===== src/rtl/fft_pkg.sv =====
// Shared types and default constants for the direct-DFT sequencing logic.
package fft_pkg;

  localparam int FFT_ADDR_W   = 12;
  localparam int FFT_PIPE_LAT = 2;

  // Wide enough for any legal pipeline latency (1..7).
  localparam int FFT_DRAIN_W  = 3;

  typedef enum logic [2:0] {
    IDLE   = 3'd0,
    RUN    = 3'd1,
    DRAIN  = 3'd2,
    RESULT = 3'd3,
    DONE   = 3'd4
  } dft_seq_state_t;

endpackage


===== src/rtl/dft_valid_delay.sv =====
// Single-bit valid delay line, PIPE_LAT stages deep, with synchronous clear.
// Aligns the accumulator enable with data leaving the multiply/round pipeline.
module dft_valid_delay
  import fft_pkg::*;
#(
  parameter int PIPE_LAT = FFT_PIPE_LAT
) (
  input  logic clk,
  input  logic i_clear,
  input  logic i_valid,
  output logic o_valid
);

  logic [PIPE_LAT-1:0] r_shift;

  if (PIPE_LAT == 1) begin : g_one
    // Single stage: plain register.
    always_ff @(posedge clk) begin
      if (i_clear) r_shift <= '0;
      else         r_shift <= i_valid;
    end
  end else begin : g_multi
    // Shift toward the MSB; the MSB is the delayed output.
    always_ff @(posedge clk) begin
      if (i_clear) r_shift <= '0;
      else         r_shift <= {r_shift[PIPE_LAT-2:0], i_valid};
    end
  end

  assign o_valid = r_shift[PIPE_LAT-1];

endmodule


===== src/rtl/dft_mac_sequencer.sv =====
// Direct-DFT multiply-accumulate sequencer: walks bins k and samples n,
// aligns accumulator clear/enable with the pipeline and hands each bin to
// the write-back port.
// Optional macro DFT_MAC_SEQUENCER_PERF_EN adds o_stall_cycles, the number of
// cycles a finished bin waited for the write-back sink.
//
// state  | meaning
// IDLE   | waiting for start; rejects N == 0 with an error pulse
// RUN    | issuing n = 0..N-1 for the current bin
// DRAIN  | waiting PIPE_LAT cycles for the last product to land
// RESULT | presenting bin k, held until the sink accepts it
// DONE   | one-cycle completion pulse
module dft_mac_sequencer
  import fft_pkg::*;
#(
  parameter int ADDR_W   = FFT_ADDR_W,
  parameter int PIPE_LAT = FFT_PIPE_LAT
) (
  input  logic              clk,
  input  logic              rst,
  input  logic              i_start,
  input  logic [ADDR_W-1:0] i_samp_number,
  input  logic              i_res_ready,
  output logic              o_busy,
  output logic [ADDR_W-1:0] o_n_index,
  output logic [ADDR_W-1:0] o_k_index,
  output logic              o_issue,
  output logic              o_acc_clear,
  output logic              o_mac_ce,
  output logic              o_res_valid,
  output logic [ADDR_W-1:0] o_res_addr,
  output logic              o_done,
  output logic              o_err
`ifdef DFT_MAC_SEQUENCER_PERF_EN
  ,
  output logic [31:0]       o_stall_cycles
`endif
);

  localparam logic [FFT_DRAIN_W-1:0] DRAIN_LOAD = FFT_DRAIN_W'(PIPE_LAT - 1);

  dft_seq_state_t r_state, w_state_nxt;

  logic [ADDR_W-1:0]      r_n;
  logic [ADDR_W-1:0]      r_k;
  logic [ADDR_W-1:0]      r_n_total;
  logic [FFT_DRAIN_W-1:0] r_drain;
  logic                   r_err;

  logic w_start_ok;
  logic w_start_bad;
  logic w_issue;
  logic w_clear;
  logic w_valid;
  logic w_accept;
  logic w_done;
  logic w_last_n;
  logic w_last_k;
  logic w_mac_ce;

  // Terminal compares against N-1 so n and k never wrap.
  assign w_last_n = (r_n == (r_n_total - ADDR_W'(1)));
  assign w_last_k = (r_k == (r_n_total - ADDR_W'(1)));

  // Next-state and per-state strobes.
  always_comb begin
    w_state_nxt = r_state;
    w_start_ok  = 1'b0;
    w_start_bad = 1'b0;
    w_issue     = 1'b0;
    w_clear     = 1'b0;
    w_valid     = 1'b0;
    w_accept    = 1'b0;
    w_done      = 1'b0;
    case (r_state)
      IDLE: begin
        if (i_start) begin
          if (i_samp_number != '0) begin
            w_start_ok  = 1'b1;
            w_state_nxt = RUN;
          end else begin
            w_start_bad = 1'b1;
          end
        end
      end
      RUN: begin
        w_issue = 1'b1;
        w_clear = (r_n == '0);
        if (w_last_n) w_state_nxt = DRAIN;
      end
      DRAIN: begin
        if (r_drain == '0) w_state_nxt = RESULT;
      end
      RESULT: begin
        w_valid = 1'b1;
        if (i_res_ready) begin
          w_accept    = 1'b1;
          w_state_nxt = w_last_k ? DONE : RUN;
        end
      end
      DONE: begin
        w_done      = 1'b1;
        w_state_nxt = IDLE;
      end
      default: w_state_nxt = IDLE;
    endcase
  end

  // State register.
  always_ff @(posedge clk) begin
    if (rst) r_state <= IDLE;
    else     r_state <= w_state_nxt;
  end

  // Index counters, captured N, drain down-counter and registered error pulse.
  always_ff @(posedge clk) begin
    if (rst) begin
      r_n       <= '0;
      r_k       <= '0;
      r_n_total <= '0;
      r_drain   <= '0;
      r_err     <= 1'b0;
    end else begin
      r_err <= w_start_bad;
      if (w_start_ok) begin
        r_n_total <= i_samp_number;
        r_n       <= '0;
        r_k       <= '0;
      end
      if (r_state == RUN) begin
        if (w_last_n) begin
          r_n     <= '0;
          r_drain <= DRAIN_LOAD;
        end else begin
          r_n <= r_n + ADDR_W'(1);
        end
      end
      if ((r_state == DRAIN) && (r_drain != '0)) r_drain <= r_drain - FFT_DRAIN_W'(1);
      if (w_accept && !w_last_k) r_k <= r_k + ADDR_W'(1);
    end
  end

  // The delay line only forgets in-flight issues on reset, never on state changes.
  dft_valid_delay #(
    .PIPE_LAT (PIPE_LAT)
  ) u_valid_delay (
    .clk     (clk),
    .i_clear (rst),
    .i_valid (w_issue),
    .o_valid (w_mac_ce)
  );

`ifdef DFT_MAC_SEQUENCER_PERF_EN
  logic [31:0] r_stall;

  // Saturating count of cycles the finished bin waited on the sink.
  always_ff @(posedge clk) begin
    if (rst) begin
      r_stall <= '0;
    end else if (w_start_ok) begin
      r_stall <= '0;
    end else if ((r_state == RESULT) && !i_res_ready && (r_stall != '1)) begin
      r_stall <= r_stall + 32'd1;
    end
  end

  assign o_stall_cycles = r_stall;
`endif

  // Indices are gated so idle outputs read as zero.
  assign o_busy      = (r_state != IDLE);
  assign o_issue     = w_issue;
  assign o_n_index   = w_issue ? r_n : '0;
  assign o_k_index   = w_issue ? r_k : '0;
  assign o_acc_clear = w_clear;
  assign o_mac_ce    = w_mac_ce;
  assign o_res_valid = w_valid;
  assign o_res_addr  = w_valid ? r_k : '0;
  assign o_done      = w_done;
  assign o_err       = r_err;

endmodule


===== config.mk =====
export PLATFORM = sky130hd
export DESIGN_NAME = dft_mac_sequencer
export DESIGN_NICKNAME = d
export VERILOG_FILES = /design/src/rtl/fft_pkg.sv /design/src/rtl/dft_valid_delay.sv /design/src/rtl/dft_mac_sequencer.sv
export SDC_FILE = /design/constraint.sdc
export NUM_CORES = 1
export LEC_CHECK = 0
export CORE_MARGIN = 2
export CORE_UTILIZATION = 55
export CTS_BUF_LIST = sky130_fd_sc_hd__clkbuf_4
export CTS_CLUSTER_SIZE = 40
export DETAILED_ROUTE_END_ITERATION = 10
export MAX_ROUTING_LAYER = met4
export PLACE_DENSITY = 0.84
export SKIP_CTS_REPAIR_TIMING = 1
export SLEW_MARGIN = 5
export SYNTH_ARGS = -nofsm -noshare
export SYNTH_HDL_FRONTEND = slang
export SYNTH_SLANG_ARGS = --single-unit

===== constraint.sdc =====
create_clock -name clk -period 4.3 [get_ports clk]
set_input_delay 0.86 -clock clk [delete_from_list [all_inputs] [get_ports clk]]
set_output_delay 0.86 -clock clk [all_outputs]
set_load 0.02 [all_outputs]

## Yosys cells after proc, flatten, opt, wreduce, memory -nomap -nowiden

Cells that the tools add are included.

- $add $sub $neg: 4
- Eq/ne operators: 11
- Muxes and demuxes: 27
- Bitwise gates (word level): 2
- Reduce and logical (&&, ||, !) cells: 16

Operators with widths:

| cell | count |
|---|---|
| 2-to-1 mux 12 bit | 7 |
| 2-to-1 mux 3 bit | 9 |
| adder 12 x 1 -> 12 bit (second input constant) | 2 |
| equality test 12 bit | 2 |
| logical NOT 12 bit | 1 |
| case mux 3 bit (4 select lines) | 1 |
| nonzero test 12 bit | 1 |
| subtractor 12 x 1 -> 12 bit (second input constant) | 1 |
| 2-to-1 mux 1 bit | 10 |
| inequality test 2 bit (second input constant) | 5 |
| nonzero test 2 bit | 4 |
| equality test 3 x 2 -> 1 bit (second input constant) | 2 |
| logical NOT 3 bit | 2 |
| nonzero test 3 bit | 2 |
| AND reduction 5 bit | 1 |
| equality test 3 x 1 -> 1 bit (second input constant) | 1 |
| equality test 3 bit (second input constant) | 1 |
| OR reduction 3 bit | 1 |
| subtractor 3 x 1 -> 3 bit (second input constant) | 1 |
| logical AND 1 bit | 2 |
| NOT 1 bit | 2 |
| AND reduction 2 bit | 1 |
| logical NOT 1 bit | 1 |

- Bits in registers: 45
- Bits of input ports: 16
- Output and inout port bits: 43
- Word-level logic and storage cells: 67

## Logic depth before layout (Yosys ltp)

- Depth in word-level cells: 6
- Depth in mapped cells: 11

## By module

Synthesis repeated with hierarchy kept, for this count alone.

- Cell total of the unflattened synthesis: 410
- Area total of the unflattened synthesis: 3091.7 µm²

By module, submodules not included:

| module | times used | cells each | area an instance (µm²) |
|---|---|---|---|
| dft_mac_sequencer | 1 | 406 | 3039.2 |
| dft_valid_delay | 1 | 4 | 52.6 |

## Worst setup path before layout

OpenSTA, ideal clock, no wires.

- Path type: register to output
- Start point: register r_state[2]
- End point: output o_acc_clear
- Arrival time: 2.002 ns
- Required time: 3.440 ns
- Slack: 1.438 ns
- Stages on the path, launching flop included: 8
- Cells stage by stage: dfxtp_1 -> clkbuf_1 -> or3b_2 -> clkbuf_1 -> inv_1 -> clkbuf_1 -> nand3_1 -> nor2_1

- Cells in the longest elaborated chain, start to end: 2

RTL lines:

| element | RTL line | RTL |
|---|---|---|
| start: declaration | dft_mac_sequencer.sv:42 | `dft_seq_state_t r_state, w_state_nxt;` |
| start signal: assignment | dft_mac_sequencer.sv:112 | `else r_state <= w_state_nxt;` |
| equality test 3 x 1 -> 1 bit | dft_mac_sequencer.sv:75 | `case (r_state)` |
| 2-to-1 mux 1 bit | dft_mac_sequencer.sv:75 |  |
| end: declaration | dft_mac_sequencer.sv:28 | `output logic o_acc_clear,` |

No other way between the ends.

## Final worst setup path

- Start point: register r_state[0]
- End point: output o_acc_clear

Same word-level chain as after synthesis.

==> impl_metrics.ini <==
[route]
num_vias = 2919
met3_length_um = 375
viasPerCell = 5.75
wl_met2_um = 3500
dr.pass1.iters = 4
met1Wirelength_um = 3390
drt-initial-drc-count = 152
drc = 0
topRoutingLayerUsed = met4
avgRoutedWirePerCell_um = 14.6
routed_wl_um = 7430
postRouteAntennaNets = 0

[floorplanning]
die-area_sq_mm = 0.00631
num_rows = 27
dieHeight_um = 79.5
initial_core_util_pct = 56.9
die_w_um = 79.5
io-pin-count = 59
core_area_sq_mm = 0.00551

[yosys]
synth_top_area_cell = dfxtp_1
syn_area_sq_mm = 0.00313
avgSynthCellArea_sq_um = 7.79
synth_seq_cells = 45
ys_seq_area_share_pct = 28.8
syn_nets = 424
synthArstFlopShare_pct = 0
yosysTopAreaCellShare_pct = 28.8
synth_edf_count = 0
synthTopCellsByArea = dfxtp_1, and2_1, xnor2_1, nand2_1, a21oi_1
syn_inst = 402
synth.distinct_cells = 59
dominantRegCellSynth = dfxtp_1
ys_warn_count = 0

[sta]
hold_viol_final = 0
fin_setup_tns_ns = 0
fmax_ghz = 0.272
slew_viol_final = 0
fin_worst_skew_ns = 0.00938
finalSetupViolations = 0
period_needed_ns = 3.68
setup_ws_ns = 0.617
relSlewSlack_pct = 33.9
period_share_pct = 85.7
worst_slew_pin_slew_ns = 0.977
whs_ns = 0.473
rsz0062_at_grt = no

[clock_tree]
htree_levels = 2
cts_tree = done
cts_buffers = 5
cts_root_buf = clkbuf_4
clk_pin_slew_worst_paths_ns = 0.14
clock_sinks = 45
clk_latency_ns = 0.37
clockBufferDepth = 2

[finish]
multi_input_area_sq_mm = 0.00203
area_growth_pct = 18.8
area.sequential_sq_um = 901
fill_cells = 492
layout-drive-gt1-share_pct = 5.28
antennaDiodeCount = 0
final_nets = 457

[setup_path]
crit_cells = 5
r2r-start = r_n_total[0]
critPathKind = reg -> out
reg2reg_to = r_k[0]
critPathLaunchType = register
reg2regPathDepth = 9
end_kind = output port
crit_end = o_acc_clear
critPathArrivalTime_ns = 2.82
worstPathMaxFanout = 26
worstPathCellList = or3b_2, inv_1, nand3_1, nor2_1, clkdlybuf4s50_1
crit_path_top_delay_cell = clkdlybuf4s50_1
worstPathBufferInverterCount = 2
critPathRequiredTime_ns = 3.44
cp_top_family = buffers and inverters
critical_path.max_stage_delay_ns = 0.60
reg2reg_setup_slack_ns = 0.85
critPathLaunch = r_state[0]

[placement]
dp_worst_setup_slack_ns = 1.00
gp_congestion = 0.904
port_buffers = 58
dpl.hpwl_um = 5590

[pwr]
peakVddDrop_v = 0.000197
leakagePower_uw = 0.00143
power_uw = 829
p_per_area_mw_per_mm2 = 223

[flow_run]
cap_violations = 0

[global_route]
grt_pass1_vias = 2729
antenna_found_initial = 0
grt.overflow.total = 0
grt_max_degree = 27
track_usage_pct = 25.0
grt_pass1_wl_um = 12400

[worst_hold_path]
hold_class = reg -> reg

[outcome]
status = complete, no violations
-- layer usage --
layer | up-vias | GRT usage (%)
met3 | 15 | 3.62
met5 | - | -
met2 | 90 | 39.8
met4 | 0 | 10.5
met1 | 1340 | 31.8
li1 | 1474 | -
-- cell usage in the layout (no fill, tap or decap), types with 3 or more instances in the layout --
master           count
nand2b_1             4
nand3_1             14
o21ai_0              8
nor2b_1             11
nor4b_1              3
nor2_1              24
xnor2_1             20
xor2_1              11
a21o_1               5
buf_4                3
clkdlybuf4s50_1     58
clkbuf_4             5
nor3_1              18
nand4_1              5
and2_1              33
nand3b_1             3
ha_1                 6
dfxtp_1             45
nor3b_1              8
a211o_1              5
and3_1              10
o21bai_1             4
nor4_1               9
o211ai_1             3
nand2_1             45
inv_1               11
clkinvlp_4           3
a22o_1               4
a21oi_1             20
xnor3_1              3
-- cell families after synthesis --
kind of cell	count (synthesis)	share of synthesized area [%]
AND/OR/NAND/NOR	199	34.6
multiplexers	2	0.719
buffers and inverters	46	6.55
XOR/XNOR	34	10.8
AO/OA/AOI/OAI	70	16.1
flip-flops	45	28.8
adder cells (fa/ha/maj)	6	2.40
-- registers in the layout, indices dropped and copies added (netlist names) --
| signal | cells |
|---|---|
| o_err | 1 |
| r_drain | 3 |
| r_k | 12 |
| r_n | 12 |
| r_n_total | 12 |
| r_state | 3 |
| u_valid_delay.r_shift | 2 |
-- area by class of cell --
cell class / count / area share [%]
Clock buffer: 5 / 1.01
Clock inverter: 3 / 0.605
Inverter: 11 / 1.11
Multi-Input combinational cell: 311 / 54.4
Sequential cell: 45 / 24.2
Tap cell: 72 / 2.42
Timing Repair Buffer: 61 / 16.2
-- how the worst min path moves through the flow --
stage / from / endpoint / cells past startpoint
floorplan: u_valid_delay.r_shift[0] / u_valid_delay.r_shift[1] / 1
global placement: u_valid_delay.r_shift[0] / u_valid_delay.r_shift[1] / 1
detailed placement: u_valid_delay.r_shift[0] / u_valid_delay.r_shift[1] / 1
CTS: u_valid_delay.r_shift[0] / u_valid_delay.r_shift[1] / 1
global route: u_valid_delay.r_shift[0] / u_valid_delay.r_shift[1] / 1
finish: u_valid_delay.r_shift[0] / u_valid_delay.r_shift[1] / 1
-- power breakdown --
group          total [uW]  switching (uW)  internal [uW]
sequential            443            17.1            426
clock                 209             146           63.3
combinational         177            96.9           79.6
total                 829             260            569
-- cell usage after synthesis, drive strengths merged (2+ instances only) --
cell	n
nand3b	3
a21o	5
or2	3
dfxtp	45
a22o	4
clkbuf	24
ha	6
nor3b	8
xnor3	3
nor4	10
and3	10
buf	11
nor2	24
nand4	5
a211o	5
a21oi	20
o21ai	8
xnor2	20
a211oi	2
a311oi	2
a221o	2
nand3	14
nor3	18
mux2	2
or3	2
o2111ai	2
or3b	2
nor4b	3
inv	11
and2	33
o21bai	4
nor2b	11
xor2	11
nand2b	4
nand2	45
or4	2
a2111oi	2
o311ai	2
o211ai	3
-- per-stage QoR --
stage | util [%] | std cells | instance area, sq um
after global placement | 66.5 | 500 | 3660
final | 67.6 | 508 | 3720
after floorplan | - | 402 | 3130
after detailed placement | 66.5 | 500 | 3660
after CTS | 67.6 | 508 | 3720
after global routing | 67.6 | 508 | 3720
Note: power is estimated with default switching activity, not from simulation.
